### src/rtl/mem_ctrl_arbiter.sv
// -----------------------------------------------------------------------------
// mem_ctrl_arbiter
//
// Arbitrates the instruction cache and the data cache onto a single
// main-memory port. At most one transaction is in flight. Reads wait for a
// memory response, which is forwarded combinationally to the owning cache.
// Write-backs complete when memory accepts the request.
//
// icache has strict priority over dcache. A fetch redirect (icache_flush)
// squashes an in-flight icache fill. The memory response is still consumed,
// but it is not presented to the icache.
//
// Optional feature:
//   MEM_ARB_STARVE_GUARD_EN - when defined, a saturating counter tracks the
//   IDLE arbitrations that dcache loses to icache. Once the count reaches
//   STARVE_LIMIT, dcache wins the next IDLE arbitration. When the macro is
//   undefined, no counter is built and icache priority is strict.
//
// Parameters:
//   BLOCK_ADDR_W - block address width
//   BLOCK_W      - block data width
//   STARVE_LIMIT - number of lost dcache arbitrations before dcache is forced
//
// Ports:
//   clk, rst                     - clock; synchronous active-high reset
//   icache_req_valid/_ready      - icache read request handshake
//   icache_req_block_addr        - icache block address
//   icache_flush                 - fetch redirect; squashes the icache fill
//   icache_resp_valid            - fill data valid to the icache
//   dcache_req_valid/_ready      - dcache request handshake
//   dcache_req_we                - 0 = block read, 1 = block write-back
//   dcache_req_block_addr/_data  - dcache block address / write-back data
//   dcache_resp_valid            - fill data valid to the dcache
//   resp_block_data              - fill data shared by both caches
//   mem_req_*                    - main-memory request channel
//   mem_resp_valid/_block_data   - main-memory response channel
//   busy                         - a transaction is in progress
// -----------------------------------------------------------------------------
module mem_ctrl_arbiter #(
    parameter int BLOCK_ADDR_W = 29,
    parameter int BLOCK_W      = 64,
    parameter int STARVE_LIMIT = 4
) (
    input  logic                    clk,
    input  logic                    rst,
    input  logic                    icache_req_valid,
    output logic                    icache_req_ready,
    input  logic [BLOCK_ADDR_W-1:0] icache_req_block_addr,
    input  logic                    icache_flush,
    output logic                    icache_resp_valid,
    input  logic                    dcache_req_valid,
    output logic                    dcache_req_ready,
    input  logic                    dcache_req_we,
    input  logic [BLOCK_ADDR_W-1:0] dcache_req_block_addr,
    input  logic [BLOCK_W-1:0]      dcache_req_block_data,
    output logic                    dcache_resp_valid,
    output logic [BLOCK_W-1:0]      resp_block_data,
    output logic                    mem_req_valid,
    input  logic                    mem_req_ready,
    output logic                    mem_req_we,
    output logic [BLOCK_ADDR_W-1:0] mem_req_block_addr,
    output logic [BLOCK_W-1:0]      mem_req_block_data,
    input  logic                    mem_resp_valid,
    input  logic [BLOCK_W-1:0]      mem_resp_block_data,
    output logic                    busy
);

    typedef enum logic [1:0] {
        IDLE      = 2'd0,
        REQ       = 2'd1,
        WAIT_RESP = 2'd2
    } state_e;

    state_e                  state_q, state_d;
    logic                    squash_q, squash_d;
    logic                    owner_q;   // 1 = dcache owns the transaction
    logic                    we_q;
    logic [BLOCK_ADDR_W-1:0] addr_q;
    logic [BLOCK_W-1:0]      data_q;

    logic in_idle;
    logic grant_ic;
    logic grant_dc;
    logic dcache_force;
    logic resp_hit;

    if (STARVE_LIMIT < 1) begin : g_limit_check
        $error("STARVE_LIMIT must be at least 1");
    end

    // Grants are suppressed while reset is asserted, so no handshake can
    // occur in the reset cycle.
    assign in_idle  = (state_q == IDLE) && !rst;
    assign grant_dc = in_idle && dcache_req_valid && (!icache_req_valid || dcache_force);
    assign grant_ic = in_idle && icache_req_valid && !grant_dc;

`ifdef MEM_ARB_STARVE_GUARD_EN
    localparam int CNT_W = $clog2(STARVE_LIMIT + 1);

    logic [CNT_W-1:0] starve_cnt_q, starve_cnt_d;

    assign dcache_force = (starve_cnt_q == CNT_W'(STARVE_LIMIT));

    always_comb begin
        starve_cnt_d = starve_cnt_q;
        if (grant_dc) begin
            starve_cnt_d = '0;
        end else if (grant_ic && dcache_req_valid &&
                     (starve_cnt_q != CNT_W'(STARVE_LIMIT))) begin
            starve_cnt_d = starve_cnt_q + CNT_W'(1);
        end
    end

    always_ff @(posedge clk) begin
        if (rst) begin
            starve_cnt_q <= '0;
        end else begin
            starve_cnt_q <= starve_cnt_d;
        end
    end
`else
    assign dcache_force = 1'b0;
`endif

    // State register (the squash flag is part of the transaction state).
    always_ff @(posedge clk) begin
        if (rst) begin
            state_q  <= IDLE;
            squash_q <= 1'b0;
        end else begin
            state_q  <= state_d;
            squash_q <= squash_d;
        end
    end

    // Next-state logic.
    always_comb begin
        state_d  = state_q;
        squash_d = squash_q;
        unique case (state_q)
            IDLE: begin
                // A flush in the grant cycle already squashes the new fill.
                squash_d = grant_ic && icache_flush;
                if (grant_ic || grant_dc) begin
                    state_d = REQ;
                end
            end
            REQ: begin
                if (!owner_q && icache_flush) begin
                    squash_d = 1'b1;
                end
                if (mem_req_ready) begin
                    // A write-back gets no response from memory.
                    state_d = we_q ? IDLE : WAIT_RESP;
                    if (we_q) begin
                        squash_d = 1'b0;
                    end
                end
            end
            WAIT_RESP: begin
                if (!owner_q && icache_flush) begin
                    squash_d = 1'b1;
                end
                if (mem_resp_valid) begin
                    state_d  = IDLE;
                    squash_d = 1'b0;
                end
            end
            default: begin
                state_d  = IDLE;
                squash_d = 1'b0;
            end
        endcase
    end

    // The request is captured at grant and held until memory accepts it.
    always_ff @(posedge clk) begin
        if (rst) begin
            owner_q <= 1'b0;
            we_q    <= 1'b0;
            addr_q  <= '0;
            data_q  <= '0;
        end else if (grant_dc) begin
            owner_q <= 1'b1;
            we_q    <= dcache_req_we;
            addr_q  <= dcache_req_block_addr;
            data_q  <= dcache_req_block_data;
        end else if (grant_ic) begin
            owner_q <= 1'b0;
            we_q    <= 1'b0;
            addr_q  <= icache_req_block_addr;
            data_q  <= '0;
        end
    end

    // Output logic.
    always_comb begin
        resp_hit           = !rst && (state_q == WAIT_RESP) && mem_resp_valid;
        icache_req_ready   = grant_ic;
        dcache_req_ready   = grant_dc;
        mem_req_valid      = !rst && (state_q == REQ);
        mem_req_we         = rst ? 1'b0 : we_q;
        mem_req_block_addr = rst ? '0 : addr_q;
        mem_req_block_data = rst ? '0 : data_q;
        // A flush that lands in the response cycle also hides the stale fill.
        icache_resp_valid  = resp_hit && !owner_q && !(squash_q || icache_flush);
        dcache_resp_valid  = resp_hit && owner_q;
        resp_block_data    = resp_hit ? mem_resp_block_data : '0;
        busy               = !rst && (state_q != IDLE);
    end

endmodule

### config.mk
export PLATFORM = sky130hd
export DESIGN_NAME = mem_ctrl_arbiter
export DESIGN_NICKNAME = d
export VERILOG_FILES = /design/src/rtl/mem_ctrl_arbiter.sv
export SDC_FILE = /design/constraint.sdc
export NUM_CORES = 1
export LEC_CHECK = 0
export ABC_AREA = 1
export BUFFER_PORTS_ARGS = -buffer_cell sky130_fd_sc_hd__buf_2
export CAP_MARGIN = 10
export CORE_ASPECT_RATIO = 1.4
export CORE_MARGIN = 3
export CORE_UTILIZATION = 24
export CTS_CLUSTER_SIZE = 16
export DETAILED_ROUTE_END_ITERATION = 7
export PLACE_DENSITY = 0.56
export SETUP_SLACK_MARGIN = 0.05
export SLEW_MARGIN = 0
export SYNTH_ARGS = -nofsm -noshare
export SYNTH_HDL_FRONTEND = slang
export SYNTH_SLANG_ARGS = --single-unit
export TNS_END_PERCENT = 50
### constraint.sdc
create_clock -name clk -period 1.3 [get_ports clk]
set_input_delay 0.13 -clock clk [delete_from_list [all_inputs] [get_ports clk]]
set_output_delay 0.13 -clock clk [all_outputs]
set_load 0.05 [all_outputs]
== Word level (Yosys, flattened, before mapping) ==
Index checks and enable logic that the tools add are counted.

* Bits in registers: 98
* Input bits: 194
* Output and inout port bits: 164
* Logic and storage cells: 57

* Equality and inequality tests: 5
* Muxes and demuxes: 21
* Reduce and logical (&&, ||, !) cells: 25

{| class="wikitable"
|+ Operators by type and width
! kind !! number
|-
| two-way mux 64 bit || 4
|-
| two-way mux 29 bit || 3
|-
| logical AND 1 bit || 14
|-
| two-way mux 1 bit || 8
|-
| two-way mux 2 bit || 4
|-
| one-hot mux 2 bit (3 select lines) || 1
|-
| zero test 1 bit || 5
|-
| inequality test 2 bit (second input constant) || 2
|-
| nonzero test 2 bit || 2
|-
| one-hot mux 1 bit (3 select lines) || 1
|-
| AND reduction 3 bit || 1
|-
| == test 2 x 1 -> 1 bit (second input constant) || 1
|-
| == test 2 bit (second input constant) || 1
|-
| zero test 2 bit || 1
|-
| logical OR 1 bit || 2
|-
| inequality test 2 x 1 -> 1 bit (second input constant) || 1
|}

== Depth between registers and ports, before layout ==
Gate-level depths: netlist of the first run.

* Word-level depth: 9
* Mapped depth: 8
* Depth with buffers taken out: 8

== Least setup slack after synthesis of the first run ==
Ideal clock, no wire load.

* Path kind: flip-flop to output port
* From: reg state_q[1]
* To: out icache_resp_valid
* Arrival time: 2279 ps
* Required time: 1170 ps
* Path slack: -1109 ps
* Cell stages (with the launch flop): 6
* Path buffers: 1
* Cell sequence: dfxtp_1 inv_1 nor2_1 nand3_1 buf_2 nor4_1

* Word-level cells in the longest chain between the ends: 5

{| class="wikitable"
|+ Ends and longest elaborated chain
! element !! line !! RTL
|-
| start, declared || 74 || <nowiki>state_e state_q, state_d;</nowiki>
|-
| start signal, assigned || 131 || <nowiki>state_q <= state_d;</nowiki>
|-
| == test 2 bit || 198 || <nowiki>resp_hit = !rst && (state_q == WAIT_RESP) && mem_resp_valid;</nowiki>
|-
| logical AND 1 bit (2 in series) || 198 ||
|-
| logical AND 1 bit (2 in series) || 206 || <nowiki>icache_resp_valid = resp_hit && !owner_q && !(squash_q || icache_flush);</nowiki>
|-
| end, declared || 50 || <nowiki>output logic icache_resp_valid,</nowiki>
|}

No other way between the ends.

== Worst setup path in the final report of the first run ==
* From: reg state_q[1]
* To: out resp_block_data[18]

* Word-level cells in the longest chain between the ends: 4

{| class="wikitable"
|+ Ends and longest elaborated chain
! element !! line !! RTL
|-
| == test 2 bit || 198 ||
|-
| logical AND 1 bit (2 in series) || 198 ||
|-
| two-way mux 64 bit || 208 || <nowiki>resp_block_data = resp_hit ? mem_resp_block_data : '0;</nowiki>
|-
| end, declared || 57 || <nowiki>output logic [BLOCK_W-1:0] resp_block_data,</nowiki>
|}

No other way between the ends.

==> results_dict.tcl, run 1 <==
set metrics [dict create \
    status "finished with violations" \
    violations "negative setup slack" \
    initial_core_util_pct 24.9 \
    fin_crit_sh_pct 130 \
    r2r_slack_ns -0.34 \
    grt_usage_pct 19.1 \
    htree_num_levels 3 \
    grt_pass1_wl_um 32600 \
    ios 358 \
    ff2ff_path_depth 10 \
    cts_tree "done" \
    critPathLaunchType "flip-flop" \
    design_area_um2 10400 \
    worstPathRequired_ns 1.17 \
    yosysWarnings 0 \
    hold_viol 0 \
    max_slew_margin_pct 72.1 \
    cts_root_buffer "clkbuf_16" \
    register_area_um2 1970 \
    hp-start "dcache_req_block_data[52]" \
    grt_overflow 0 \
    grt_pass1_vias 6257 \
    fin_util_pct 55.0 \
    power_w 0.0112 \
    critical_path.cell_chain "inv_4 -> nor2_4 -> nand3_4 -> buf_12 -> buf_16 -> nor2_4 -> buf_8" \
    r2r_start "state_q[1]" \
    dpl-instance-area_um2 7520 \
    antenna_found_initial 1 \
    vias_per_cell 4.35 \
    port_buffers 357 \
    tightest_slew_ns 0.419 \
    cpPeakStageDelay_ns 0.37 \
    antenna_left 0 \
    p_leak_nw 5.40 \
    fmax_ghz 0.590 \
    power_density_nw_per_um2 1080 \
    route.detailed.drc 0 \
    slowest_stage "dfxtp_4" \
    skew_ns 0.00975 \
    area_growth_pct 121 \
    dp_cells 1347 \
    avgSynthCellArea_um2 6.31 \
    detailroute.via_count 6391 \
    arrival_ns 1.56 \
    grt_max_degree 57 \
    fin_setup_tns_ns -47.51 \
    cts.path.max_buffers 2 \
    cts_buffers 9 \
    core_area_um2 18900 \
    final_cell_mix "buf_2, inv_1, nand2_1" \
    routabilityCongestion 0.808 \
    fin_crit_ns 1.69 \
    insertion_delay_ns 0.35 \
    syn_inst 744 \
    irDropWorstVdd_mv 0.605 \
    drtPass1Iterations 6 \
    finalWorstSetupSlack_ns -0.395 \
    synth_fp_nets 938 \
    drt-initial-drc-count 251 \
    instances_no_fill 1468 \
    seq_area_frac_synth_pct 41.8 \
    cpMostUsedCell "nor2_4" \
    slew_violations 0 \
    clk_pin_slew_ns 0.07 \
    finalSetupViolCount 168 \
    dp_hpwl_um 14100 \
    n_fill_cell 1711 \
    r2r_end "data_q[7]" \
    clock-sinks 98 \
    wire_per_inst_um 14.8 \
    hold_path.class "in2reg" \
    rows 59 \
    rsz0062_at_grt "yes" \
    synth-seq-cells 98 \
    die_area_um2 21300 \
    worstHoldPathCells 3 \
    whs_endpoint "data_q[52]" \
    drive_gt1_share_pct 47.3 \
    nNetsFinal 1412 \
    path_class "reg2out" \
    cp-end-kind "output port" \
    totalWireLength_um 21700 \
    multi_input_area_um2 2530 \
    netlist_area_um2 4700 \
    dieWidth_um 124 \
    max-cap-violations 0 \
    layout_commonest_cell "buf_2" \
    synth.distinct_cells 22 \
    fp.dieH_um 172 \
    cp_max_fo 12 \
]
## logic make-up (layout without fill, tap and decap cells)
family | count (synthesis) | count (layout) | share of synthesized area [%]
other | 0 | 1 | 0
flip-flops | 98 | 98 | 41.8
AND/OR/NAND/NOR | 305 | 305 | 25.9
buffers and inverters | 213 | 692 | 18.5
AO/OA/AOI/OAI | 128 | 128 | 13.8
## how the worst max path moves through the flow
stage | from | end | slack (ns) | depth (start not counted)
finish | state_q[1] | resp_block_data[18] | -0.39 | 7
global route | state_q[1] | resp_block_data[18] | -0.48 | 7
CTS | state_q[1] | resp_block_data[53] | -0.40 | 7
detailed placement | state_q[1] | resp_block_data[13] | -0.19 | 6
global placement | state_q[1] | resp_block_data[13] | -0.18 | 6
floorplan | state_q[1] | icache_resp_valid | -0.20 | 5
## routing by layer
layer,wire length [um],global-route usage (%),share of wire (%)
met2,11600,35.8,53
met3,1530,5.25,7.0
met4,746,8.11,3.4
met1,7850,20.0,36
met5,0,0,0
## sequential cells by signal, indices dropped and copies added, names as in the netlist
| register | count |
|---|---|
| data_q | 64 |
| owner_q | 1 |
| state_q | 2 |
| squash_q | 1 |
| addr_q | 29 |
| we_q | 1 |
## through the flow
stage               hold slack [ns]  worst slack (ns)
global placement              0.328            -0.175
CTS                         0.00367            -0.395
floorplan                     0.241            -0.200
global route                0.00574            -0.475
finish                       0.0103            -0.395
detailed placement            0.331            -0.190
## Yosys cell counts
master	instances	area share, %
inv_1	164	13
nand2_1	137	11
nor2_1	131	10
dfxtp_1	98	42
o21ai_0	80	8.5
o21ai_1	42	4.5
nand3_1	32	3.4
buf_2	24	2.6
clkbuf_1	15	1.2
buf_4	6	0.96
a21oi_1	3	0.32
buf_6	2	0.48
a31oi_1	1	0.13
inv_2	1	0.080
inv_4	1	0.13
nand3_2	1	0.21
nand3_4	1	0.37
nand3b_1	1	0.16
nor2_4	1	0.24
nor4_1	1	0.13
o21bai_1	1	0.16
o31ai_1	1	0.16
## critical path, delay by kind of cell (launching register included)
kind	cells	cell delay [ns]
buffers and inverters	4	0.53
DFF	1	0.37
and+or+nand+nor	3	0.31
## where the power goes
group,internal (W),total (W),switching [W]
registers,0.00337,0.00348,0.000113
clock network,0.00154,0.00282,0.00128
logic,0.00220,0.00492,0.00272
total,0.00711,0.0112,0.00411
## repair_timing
action                                  CTS  global route
endpoints found under the setup margin  180           255
hold endpoints to repair                 61             0
setup buffers                            26             4
cloned                                   16             3
hold buffers                             61             0
pin swaps                                15            21
gates resized for setup                 291           211
## layout make-up
cell class	count	share of cell area (%)
Clock inverter	6	0.782
Timing Repair Buffer	510	44.5
Tap cell	244	2.94
Inverter	166	6.19
Antenna cell	1	0.0241
Sequential cell	98	18.9
Clock buffer	10	2.20
Multi-Input combinational cell	433	24.4
Note: power is estimated with default switching activity, not from simulation.
==> run 2, diff against run 1 <==
- REMOVE_ABC_BUFFERS: default -> 1
==> run 2 against run 1 <==
  * The run still ends with negative setup slack left
  * Critical path depth fell by 1
  * Worst hold slack gained 0.0018 ns
  * Sequential power barely moved
  * Power fell by 3.8%
  * Clock power decreased by 5%
  * Global-route usage down 0.16 points
  * Routed wire length up 6.1%
  * Non-clock buffer count down 11
  * Via count decreased by 1.2%
  * Clock-buffer cell count is the same
  * Flip-flop and latch count is the same
  * Highest routed layer is now met5
==> results_dict.tcl, run 2 (same netlist as run 1, synthesis figures left out) <==
set metrics [dict create \
    multi_input_area_um2 2340 \
    critical_path.cell_chain "buf_6 -> nor2_4 -> nand3_2 -> buf_12 -> inv_2 -> buf_12" \
    cp-end-kind "output port" \
    grt_max_degree 41 \
    cts_root_buffer "clkbuf_16" \
    p_leak_nw 5.38 \
    power_w 0.0108 \
    antenna_found_initial 2 \
    worstPathRequired_ns 1.17 \
    antenna_left 0 \
    drt-initial-drc-count 169 \
    wire_per_inst_um 15.8 \
    fin_crit_ns 1.68 \
    grt_pass1_vias 5939 \
    initial_core_util_pct 24.9 \
    largest_register "data_q" \
    crit_cells 6 \
    detailroute.via_count 6314 \
    register_area_um2 1970 \
    irDropWorstVdd_mv 0.705 \
    core_area_um2 18900 \
    totalWireLength_um 23100 \
    die_area_um2 21300 \
    drt-met1-wl_um 8560 \
    hold_path.class "in2reg" \
    grt_usage_pct 18.9 \
    ios 358 \
    fin_util_pct 51.6 \
    dieWidth_um 124 \
    layout_commonest_cell "buf_2" \
    n_fill_cell 1799 \
    cpPeakStageDelay_ns 0.34 \
    rsz0062_at_grt "yes" \
    routabilityCongestion 0.819 \
    cts_tree "done" \
    clock-sinks 98 \
    routed.top_layer "met5" \
    htree_num_levels 3 \
    fmax_ghz 0.594 \
    cp_top_family "buffers and inverters" \
    critPathBufInv 4 \
    dpl_worst_slack_ns -0.251 \
    worstHoldPathCells 3 \
    tightest_slew_ns 0.288 \
    arrival_ns 1.55 \
    cpMostUsedCell "buf_12" \
    largest_reg_flops 64 \
    fin_crit_sh_pct 130 \
    violations "negative setup slack" \
    wl_met2_um 11700 \
    rows 59 \
    slowest_stage "dfxtp_2" \
    dp_hpwl_um 15300 \
    hold_viol 0 \
    finalWorstSetupSlack_ns -0.384 \
    worst_hold_slack_ns 0.0122 \
    power_density_nw_per_um2 1110 \
    route.detailed.drc 0 \
    area_growth_pct 107 \
    final_cell_mix "buf_2, inv_1, nand2_1" \
    cts.path.max_buffers 2 \
    diodes 0 \
    max_slew_margin_pct 80.9 \
    cp_max_fo 20 \
    status "finished with violations" \
    grt_pass1_wl_um 31700 \
    insertion_delay_ns 0.34 \
    drtPass1Iterations 4 \
    grt_overflow 0 \
    top_regs "data_q x64, addr_q x29, state_q x2" \
    fp.dieH_um 172 \
    port_buffers 357 \
    finalSetupViolCount 168 \
    path_class "reg2out" \
    slew_violations 0 \
    vias_per_cell 4.34 \
    drive_gt1_share_pct 47.1 \
    cts_buffers 9 \
    fin_setup_tns_ns -48.31 \
    max-cap-violations 0 \
    nNetsFinal 1401 \
    critPathLaunchType "flip-flop" \
    ff2ff_path_depth 10 \
    skew_ns 0.00725 \
    routed-wl-met3_um 2300 \
    clk_pin_slew_ns 0.08 \
]
-- run 2: routing by layer --
layer  up-vias  global-route usage, %
met5         -                      0
met4         4                   5.20
met3        34                   8.48
met2       313                   33.4
met1      2808                   20.7
li1       3155                      -
-- run 2: final cells by class --
class                      instances  share of cell area, %
inverter                         166                   6.47
multi-input combinational        433                   24.0
clock buffer                      10                   2.45
tap                              244                   3.13
sequential                        98                   20.2
timing repair buffer             499                   43.1
clock inverter                     6                  0.591
-- run 2: worst paths after layout --
| kind | startpoint | to | slack (ns) |
|---|---|---|---|
| worst max register to register | state_q[1] | data_q[59] | -0.35 |
| worst min register to register | data_q[6] | data_q[6] | 0.47 |
| worst min-delay path | icache_req_block_addr[5] | addr_q[5] | 0.01 |
| worst max-delay path | state_q[1] | icache_req_ready | -0.38 |
-- run 2: report_power, final --
group          internal (W)  total, W  switching [W]
Sequential          0.00337   0.00347       0.000110
Combinational       0.00197   0.00465        0.00268
Clock               0.00140   0.00267        0.00128
-- run 2: worst min-delay path, cell delays in order --
cell and delay, ns:
buf_2 0.07, nor2_1 0.04, o21ai_2 0.09
-- run 2: per-stage QoR --
step | cells | instance area, um^2
final | 1456 | 9750
after floorplan | 697 | 4450
after global routing | 1456 | 9750
after detailed placement | 1342 | 7240
after CTS | 1431 | 8850
after global placement | 1342 | 7240
-- run 2: repair_timing --
item | in CTS | in global routing
gates cloned | 5 | 11
gates resized for setup | 188 | 195
endpoints found under the hold margin | 60 | 1
setup buffers | 11 | 18
setup endpoints to repair | 172 | 226
pin swaps | 15 | 23
hold buffers | 60 | 1
